<file path="config.mk">
export PLATFORM = sky130hd
export DESIGN_NAME = pipelined_carry_adder
export DESIGN_NICKNAME = d
export VERILOG_FILES = /design/src/rtl/pipelined_carry_adder_pkg.sv /design/src/rtl/pipelined_carry_adder_rca_segment.sv /design/src/rtl/pipelined_carry_adder.sv
export SDC_FILE = /design/constraint.sdc
export NUM_CORES = 1
export LEC_CHECK = 0
export CORE_MARGIN = 1.5
export CORE_UTILIZATION = 55
export CTS_CLUSTER_SIZE = 16
export DETAILED_ROUTE_END_ITERATION = 8
export PLACE_DENSITY = 0.89
export SETUP_SLACK_MARGIN = 0.5
export SYNTH_ARGS = -nofsm -noshare
export SYNTH_HDL_FRONTEND = slang
export SYNTH_SLANG_ARGS = --single-unit
</file>
<file path="constraint.sdc">
create_clock -name clk -period 4.3 [get_ports clk]
set_input_delay 0.645 -clock clk [delete_from_list [all_inputs] [get_ports clk]]
set_output_delay 0.645 -clock clk [all_outputs]
set_load 0.03 [all_outputs]
</file>
<file path="src/rtl/pipelined_carry_adder_pkg.sv">
// Shared defaults and helpers for the pipelined ripple-carry adder.
// Also provides the elaboration-time check that WIDTH splits evenly into SEG-bit segments.
package pipelined_carry_adder_pkg;

  localparam int DEFAULT_WIDTH = 32;
  localparam int DEFAULT_SEG   = 8;

  function automatic int calc_stages(input int width, input int seg);
    return width / seg;
  endfunction

endpackage

`ifndef PIPELINED_CARRY_ADDER_CHECK_SEG
`define PIPELINED_CARRY_ADDER_CHECK_SEG(W, S) \
  if (((W) % (S)) != 0) begin : g_seg_check \
    $error("pipelined_carry_adder: WIDTH (%0d) must be a multiple of SEG (%0d)", (W), (S)); \
  end
`endif

</file>
<file path="src/rtl/pipelined_carry_adder_rca_segment.sv">
// Combinational SEG-bit ripple chain of full adders.
// One pipeline stage contains one segment.
module rca_segment #(
  parameter int SEG = 8
) (
  input  logic [SEG-1:0] a,
  input  logic [SEG-1:0] b,
  input  logic           ci,
  output logic [SEG-1:0] s,
  output logic           co
);

  always_comb begin
    logic carry;
    carry = ci;
    s     = '0;
    for (int i = 0; i < SEG; i++) begin
      s[i]  = a[i] ^ b[i] ^ carry;
      carry = (a[i] & b[i]) | (carry & (a[i] ^ b[i]));
    end
    co = carry;
  end

endmodule

</file>
<file path="src/rtl/pipelined_carry_adder.sv">
// Pipelined ripple-carry adder: one SEG-bit segment per register stage, valid/ready at both ends.
// Defining PIPELINED_CARRY_ADDER_SUB_EN adds a 'sub' port that computes a + ~b + 1 instead.
module pipelined_carry_adder
  import pipelined_carry_adder_pkg::*;
#(
  parameter int WIDTH = DEFAULT_WIDTH,
  parameter int SEG   = DEFAULT_SEG
) (
  input  logic             clk,
  input  logic             rst_n,
  input  logic             in_valid,
  output logic             in_ready,
  input  logic [WIDTH-1:0] a,
  input  logic [WIDTH-1:0] b,
  input  logic             cin,
`ifdef PIPELINED_CARRY_ADDER_SUB_EN
  input  logic             sub,
`endif
  output logic             out_valid,
  input  logic             out_ready,
  output logic [WIDTH-1:0] sum,
  output logic             cout
);

  localparam int STAGES = calc_stages(WIDTH, SEG);

  `PIPELINED_CARRY_ADDER_CHECK_SEG(WIDTH, SEG)

  logic             sub_in;
`ifdef PIPELINED_CARRY_ADDER_SUB_EN
  assign sub_in = sub;
`else
  assign sub_in = 1'b0;
`endif

  logic [STAGES-1:0] v, load, up_v;
  logic [WIDTH-1:0]  psum [STAGES];
  logic [WIDTH-1:0]  nxt_psum [STAGES];
  logic [WIDTH-1:0]  rem_a [STAGES];
  logic [WIDTH-1:0]  rem_b [STAGES];
  logic [WIDTH-1:0]  nxt_rem_a [STAGES];
  logic [WIDTH-1:0]  nxt_rem_b [STAGES];
  logic              carry [STAGES];
  logic              nxt_carry [STAGES];
  logic              sub_r [STAGES];
  logic              nxt_sub [STAGES];

  // rem_a/rem_b keep the not-yet-added operand bits right-aligned, so every stage reads slice [SEG-1:0].
  for (genvar k = 0; k < STAGES; k++) begin : g_stage
    logic [SEG-1:0] seg_a, seg_b, seg_s;
    logic           seg_ci, seg_co, seg_sub;

    if (k == 0) begin : g_head
      assign seg_sub      = sub_in;
      assign seg_a        = a[SEG-1:0];
      assign seg_b        = b[SEG-1:0];
      assign seg_ci       = sub_in | cin;
      assign up_v[k]      = in_valid;
      assign nxt_rem_a[k] = a >> SEG;
      assign nxt_rem_b[k] = b >> SEG;
      assign nxt_psum[k]  = WIDTH'(seg_s);
    end else begin : g_tail
      assign seg_sub      = sub_r[k-1];
      assign seg_a        = rem_a[k-1][SEG-1:0];
      assign seg_b        = rem_b[k-1][SEG-1:0];
      assign seg_ci       = carry[k-1];
      assign up_v[k]      = v[k-1];
      assign nxt_rem_a[k] = rem_a[k-1] >> SEG;
      assign nxt_rem_b[k] = rem_b[k-1] >> SEG;
      assign nxt_psum[k]  = psum[k-1] | (WIDTH'(seg_s) << (k * SEG));
    end

    assign nxt_carry[k] = seg_co;
    assign nxt_sub[k]   = seg_sub;

    rca_segment #(.SEG(SEG)) u_seg (
      .a  (seg_a),
      .b  (seg_b ^ {SEG{seg_sub}}),
      .ci (seg_ci),
      .s  (seg_s),
      .co (seg_co)
    );
  end

  // Ready ripples backwards: a stage may load when empty or when its contents move on this cycle.
  always_comb begin
    logic down;
    down = out_ready;
    load = '0;
    for (int k = STAGES - 1; k >= 0; k--) begin
      load[k] = ~v[k] | down;
      down    = load[k];
    end
  end

  always_ff @(posedge clk or negedge rst_n) begin
    if (!rst_n) begin
      v <= '0;
      for (int k = 0; k < STAGES; k++) begin
        psum[k]  <= '0;
        rem_a[k] <= '0;
        rem_b[k] <= '0;
        carry[k] <= 1'b0;
        sub_r[k] <= 1'b0;
      end
    end else begin
      for (int k = 0; k < STAGES; k++) begin
        if (load[k]) begin
          v[k]     <= up_v[k];
          psum[k]  <= nxt_psum[k];
          rem_a[k] <= nxt_rem_a[k];
          rem_b[k] <= nxt_rem_b[k];
          carry[k] <= nxt_carry[k];
          sub_r[k] <= nxt_sub[k];
        end
      end
    end
  end

  assign in_ready  = load[0];
  assign out_valid = v[STAGES-1];
  assign sum       = psum[STAGES-1];
  assign cout      = carry[STAGES-1];

endmodule
</file>
==> results.py, run 1 <==
metrics = {
    "setup_path": {
        "cp.arrival_ps": 4060,
        "rr_worst_depth": 12,
        "critPathTopFamily": "adder cells",
        "end_kind": "register",
        "critPathLaunchType": "register",
        "path_buf_inv": 3,
        "r2r_setup_slack_ps": 600,
        "crit_chain": "fa_1, inv_1, fa_1, inv_1, fa_2, fa_2, fa_1, fa_2, fa_1, inv_1, fa_1, a21oi_2",
        "required_ps": 4660,
        "path_class": "reg2reg",
        "crit_start": "g_stage[2].seg_a[0]$_DFFE_PN0P_",
        "worst-path-stages": 12,
        "cp_common_cell": "fa_1",
        "max_stage_delay_ps": 430,
        "path_max_fanout": 2,
        "timing.rr.end": "psum[55]$_DFFE_PN0P_",
        "reg2reg_from": "g_stage[2].seg_a[0]$_DFFE_PN0P_",
        "critPathSlowestCell": "fa_1",
        "endpoint": "psum[55]$_DFFE_PN0P_",
    },
    "synthesis": {
        "netlist.area_leader.share_pct": 61.2,
        "syn-num-nets": 576,
        "ys_warn_count": 0,
        "synth_largest_area_cell": "dfrtp_1",
        "synth.avg_cell_area_sq_um": 15.8,
        "syn_area_sq_um": 7530,
        "synth_cells": 475,
        "synthDistinctLibCells": 19,
        "synth.yosys.seq_area_share_pct": 61.2,
        "synth_seq_cells": 184,
        "synth.area.top_cells": "dfrtp_1 61%, mux2_2 23%, fa_1 8.5%, inv_1 1.6%, buf_2 1.1%",
    },
    "power_and_ir_drop": {
        "power_density_nw_per_um2": 603,
        "max-vdd-ir-drop_mv": 0.283,
        "pwr-share-seq_pct": 43.9,
        "leakage_uw": 0.00402,
        "p_int_uw": 4010,
        "clock_power_share_pct": 28.6,
        "p_sw_share_pct": 29.4,
        "power_frac_comb_pct": 27.6,
        "netSwitchingPower_uw": 1670,
    },
    "die": {
        "initial_core_util_pct": 56.6,
        "coreArea_sq_um": 13300,
        "die_h_um": 120,
        "io_pins": 104,
        "die_x_um": 120,
        "die_area_sq_um": 14400,
        "row_count": 42,
    },
    "clocking": {
        "clk_pin_slew_ps": 60,
        "cts_root_buffer": "clkbuf_16",
        "h-tree-depth": 4,
        "cts_setup_buffers": 0,
        "clockBufferDepth": 2,
        "insertion_delay_ps": 420,
        "cts_sinks": 184,
        "cts_tree": "built",
        "cts_made_buffers": 17,
        "ctsHoldBuffers": 0,
    },
    "detailed_routing": {
        "routedWlPerCell_um": 17.2,
        "drc": 0,
        "drtPass1Iterations": 4,
        "via_per_inst": 5.24,
        "ant_nets": 0,
        "routed_wl_um": 13300,
        "route.vias.total": 4042,
        "drt_iter0_drc": 215,
    },
    "cells_and_area": {
        "nNetsFinal": 684,
        "diodes": 0,
        "final_cell_mix": "184 x dfrtp_1, 156 x mux2_2, 99 x clkdlybuf4s50_1",
        "final_area_sq_um": 9410,
        "final_common_cell": "dfrtp_1",
        "areaGrowthSynthToFinish_pct": 25.1,
        "layout-drive-gt1-share_pct": 36.6,
    },
    "global_routing": {
        "groute.usage.overall_pct": 20.6,
        "grt_pass1_wl_um": 22600,
        "antenna_found_initial": 0,
        "grt_max_degree": 93,
        "first_global_vias": 4669,
        "grt.overflow.total": 0,
    },
    "sta": {
        "finalHoldViolations": 0,
        "final-setup-viol-count": 0,
        "fin_crit_sh_pct": 86.1,
        "fmax_ghz": 0.270,
        "fin_worst_skew_ps": 9.31,
        "min_period_ps": 3700,
        "max_slew_margin_pct": 31.1,
        "rsz0062_at_grt": "false",
        "fin_hold_ws_ps": 264,
        "drv_slew": 0,
        "worstMarginPinSlew_ps": 1030,
    },
    "flow_run": {
        "maxCapViolCount": 0,
    },
    "placed_design": {
        "io_buffers": 103,
        "dp_hpwl_um": 9020,
        "finalWeightedCongestion": 0.733,
        "dpl-instance-area_sq_um": 8730,
    },
    "status": {
        "status": "finished, final reports clean",
    },
    "worst_hold_path": {
        "hp-class": "in2async",
    },
}
[flip-flops by register name, summed over array words and instances, names as in the netlist]
signal          count
psum               48
sum                32
g_stage.seg_a      24
g_stage.seg_b      24
nxt_rem_a          24
nxt_rem_b          24
v                   4
g_stage.seg_ci      3
cout                1
[power groups by stage]
stage	clock, uW	sequential [uW]	combinational, uW
after floorplan	0	2730	666
after global placement	0	2470	1470
after detailed placement	0	2520	1560
after CTS	1650	2490	1580
after global routing	1730	2550	1700
final	1620	2490	1560
[kinds of logic after synthesis]
group,Yosys count,share of synthesized area (%)
DFF,184,61.2
muxes,163,24.3
buffers and inverters,53,3.08
adders and majority gates,32,8.51
and+or+nand+nor,26,1.78
AOI/OAI and AO/OA,17,1.13
[worst min-delay path by stage]
stage / from / endpoint / slack (ps) / cells after the start
finish: rst_n / g_stage[2].seg_b[5]$_DFFE_PN0P_ / 260 / 1
floorplan: rst_n / cout$_DFFE_PN0P_ / 350 / 0
global placement: v[0]$_DFFE_PN0P_ / v[1]$_DFFE_PN0P_ / 450 / 1
detailed placement: v[0]$_DFFE_PN0P_ / v[1]$_DFFE_PN0P_ / 460 / 1
CTS: rst_n / nxt_rem_a[69]$_DFFE_PN0P_ / 310 / 1
global route: rst_n / g_stage[2].seg_b[5]$_DFFE_PN0P_ / 340 / 1
[routing by layer]
metal	up-vias	track usage [%]	part of all wire (%)
met5	-	0	0
met4	0	8.48	2.2
met3	24	4.09	3.5
met2	90	37.5	55
met1	2125	23.8	39
li1	1803	-	-
[area by class of cell]
class,instances,area (sq um)
multi-input combinational,238,2740
clock inverter,9,136
inverter,32,120
clock buffer,23,498
timing repair buffer,110,1090
tap,176,220
fill,866,3880
sequential,184,4600
[stage by stage]
step	power [uW]	utilization (%)	std cells	TNS [ps]	setup WS [ps]
final	5670	70.8	772	0	597
after global routing	5970	70.8	772	0	508
after CTS	5720	70.6	772	0	499
after detailed placement	4070	65.7	740	-130	-130
after global placement	3940	65.7	740	-23.9	-23.9
after floorplan	3400	-	475	0	528
[Yosys cell counts]
master and n:
buf_2 17, dfrtp_1 184, fa_1 32, a21oi_1 9
mux2i_1 3, nand4b_1 1, inv_1 32, mux2_1 4
buf_4 1, clkbuf_1 2, buf_6 1, nor2_2 1
or2_2 1, mux2_2 156, o21ai_0 8, nand2_1 9
nor2_1 9, nand3b_4 1, nand2b_1 4
[timing repair]
item	CTS	global route
pin swaps	0	6
gates resized for setup	7	14
endpoints found under the setup margin	4	4
Power figures use the tool's default switching activity.
==> run 2: changes to the inputs <==
--- a/config.mk
+++ b/config.mk
@@ -6,10 +6,10 @@
 export NUM_CORES = 1
 export LEC_CHECK = 0
 export CORE_MARGIN = 1.5
-export CORE_UTILIZATION = 55
+export CORE_UTILIZATION = 52
 export CTS_CLUSTER_SIZE = 16
 export DETAILED_ROUTE_END_ITERATION = 8
-export PLACE_DENSITY = 0.89
+export PLACE_DENSITY = 0.85
 export SETUP_SLACK_MARGIN = 0.5
 export SYNTH_ARGS = -nofsm -noshare
 export SYNTH_HDL_FRONTEND = slang
==> constraint.sdc (replaced) <==
create_clock -name clk -period 3.6 [get_ports clk]
set_input_delay 0.54 -clock clk [delete_from_list [all_inputs] [get_ports clk]]
set_output_delay 0.54 -clock clk [all_outputs]
set_load 0.03 [all_outputs]
==> results.py, run 2 (synthesis gave the netlist of run 1 again) <==
metrics = {
    "cells_and_area": {
        "fin_cells": 774,
        "nNetsFinal": 684,
        "final_common_cell": "dfrtp_1",
        "n_fill_cell": 970,
        "layout-drive-gt1-share_pct": 42.1,
        "top_register": "psum",
        "areaGrowthSynthToFinish_pct": 25.8,
        "diodes": 0,
        "largest_reg_flops": 48,
        "final_cell_mix": "184 x dfrtp_1, 153 x mux2_2, 99 x clkdlybuf4s50_1",
    },
    "die": {
        "die_h_um": 123,
        "die_x_um": 123,
        "die_area_sq_um": 15200,
        "initial_core_util_pct": 53.8,
        "io_pins": 104,
        "coreArea_sq_um": 14000,
        "row_count": 43,
    },
    "status": {
        "status": "finished, violations left",
        "violations": "negative setup slack",
    },
    "setup_path": {
        "required_ps": 3940,
        "crit_start": "g_stage[3].seg_a[0]$_DFFE_PN0P_",
        "endpoint": "sum[31]$_DFFE_PN0P_",
        "reg2reg_from": "g_stage[3].seg_a[0]$_DFFE_PN0P_",
        "path_class": "reg2reg",
        "path_max_fanout": 2,
        "r2r_setup_slack_ps": -20,
        "end_kind": "register",
        "cp.arrival_ps": 3960,
        "rr_worst_depth": 12,
        "critPathLaunchType": "register",
        "timing.rr.end": "sum[31]$_DFFE_PN0P_",
    },
    "placed_design": {
        "dp_hpwl_um": 9270,
        "finalWeightedCongestion": 0.733,
        "io_buffers": 103,
        "dp_cells": 744,
        "pre_cts_ws_ps": -461,
    },
    "sta": {
        "drv_slew": 0,
        "fin_worst_skew_ps": 7.10,
        "max_slew_margin_pct": 46.6,
        "fin_crit_sh_pct": 101,
        "min_period_ps": 3620,
        "fin_hold_ws_ps": 21.4,
        "fmax_ghz": 0.276,
        "final-setup-viol-count": 1,
        "finalHoldViolations": 0,
        "rsz0062_at_grt": "true",
        "worstMarginPinSlew_ps": 801,
        "setup_ws_ps": -23.8,
    },
    "clocking": {
        "cts_sinks": 184,
        "cts_tree": "built",
        "cts_made_buffers": 17,
        "cts_root_buffer": "clkbuf_16",
        "h-tree-depth": 4,
        "insertion_delay_ps": 420,
        "cts_setup_buffers": 0,
        "clk_pin_slew_ps": 60,
        "clockBufferDepth": 2,
    },
    "worst_hold_path": {
        "hp-class": "in2async",
    },
    "detailed_routing": {
        "route.vias.total": 4034,
        "drt_iter0_drc": 176,
        "routed_wl_um": 13900,
        "drtPass1Iterations": 4,
        "via_per_inst": 5.21,
        "ant_nets": 0,
        "routedWlPerCell_um": 17.9,
        "drc": 0,
    },
    "flow_run": {
        "maxCapViolCount": 0,
    },
    "global_routing": {
        "first_global_vias": 4528,
        "groute.usage.overall_pct": 19.7,
        "grt_max_degree": 103,
        "grt.overflow.total": 0,
        "grt_pass1_wl_um": 22200,
        "antenna_found_initial": 0,
    },
    "power_and_ir_drop": {
        "total_power_uw": 6860,
        "power_density_nw_per_um2": 724,
        "leakage_uw": 0.00400,
        "max-vdd-ir-drop_mv": 0.472,
    },
}
run 2: cell count changes in the layout (fill, tap and decap cells not counted), moves of 2 or more:
| cell | before | now |
|---|---|---|
| a21oi_2 | 1 | 5 |
| buf_2 | 0 | 2 |
| fa_1 | 16 | 1 |
| mux2_4 | 0 | 3 |
| inv_1 | 30 | 18 |
| fa_2 | 16 | 31 |
| clkinv_2 | 1 | 3 |
| mux2_2 | 156 | 153 |
| a21oi_1 | 8 | 4 |
| dlymetal6s2s_1 | 3 | 0 |
| inv_2 | 2 | 14 |
| clkinvlp_4 | 2 | 0 |
run 2: cell type report:
| type | count | area [sq um] | area share [%] |
|---|---|---|---|
| clock buffers | 22 | 484 | 5.11 |
| clock inverters | 8 | 144 | 1.52 |
| inverters | 32 | 120 | 1.27 |
| multi-input cells | 238 | 2810 | 29.6 |
| flip-flops and latches | 184 | 4600 | 48.6 |
| well taps | 180 | 225 | 2.38 |
| repair buffers | 110 | 1090 | 11.5 |
run 2: how the worst min path moves through the flow:
stage	start	to	slack, ps	cells after the start
final	rst_n	psum[96]$_DFFE_PN0P_	20	1
after global routing	rst_n	psum[96]$_DFFE_PN0P_	30	1
after CTS	rst_n	psum[96]$_DFFE_PN0P_	20	1
after detailed placement	v[0]$_DFFE_PN0P_	v[1]$_DFFE_PN0P_	450	1
after global placement	v[0]$_DFFE_PN0P_	v[1]$_DFFE_PN0P_	450	1
after floorplan	rst_n	cout$_DFFE_PN0P_	240	0
run 2: timing repair:
item                                    4_1_cts  5_1_grt
endpoints found under the setup margin       12       12
pin swaps                                     8        7
hold buffers                                  0        0
gates resized for setup                      22       12
run 2: metrics by stage:
stage                     instance area [sq um]  TNS (ps)  utilization (%)
after floorplan                            7590         0                -
after global placement                     8810      -844             63.0
after detailed placement                   8810      -953             63.0
after CTS                                  9450         0             67.5
after global routing                       9470      -147             67.7
final                                      9470     -23.8             67.7
run 2: worst max-delay path, cell delays in order, from the launching register on:
cell and delay, ps:
dfrtp_1 410, fa_2 400, inv_2 70, fa_2 200
inv_2 40, fa_2 360, fa_2 370, fa_2 360
fa_2 350, fa_2 340, inv_2 60, fa_1 430
a21oi_2 150
run 2: per-layer routing:
metal | wire length, um | vias to the layer above | track usage, %
li1 | - | 1803 | -
met1 | 5700 | 2131 | 23.1
met2 | 7500 | 81 | 35.7
met3 | 435 | 19 | 4.43
met4 | 235 | 0 | 6.90
met5 | 0 | - | 0
run 2: where the power goes:
group          total (uW)  switching [uW]  internal [uW]  leakage (uW)
clock                1960             729           1230      0.000312
combinational        1920             923            998       0.00155
sequential           2990             352           2630       0.00214
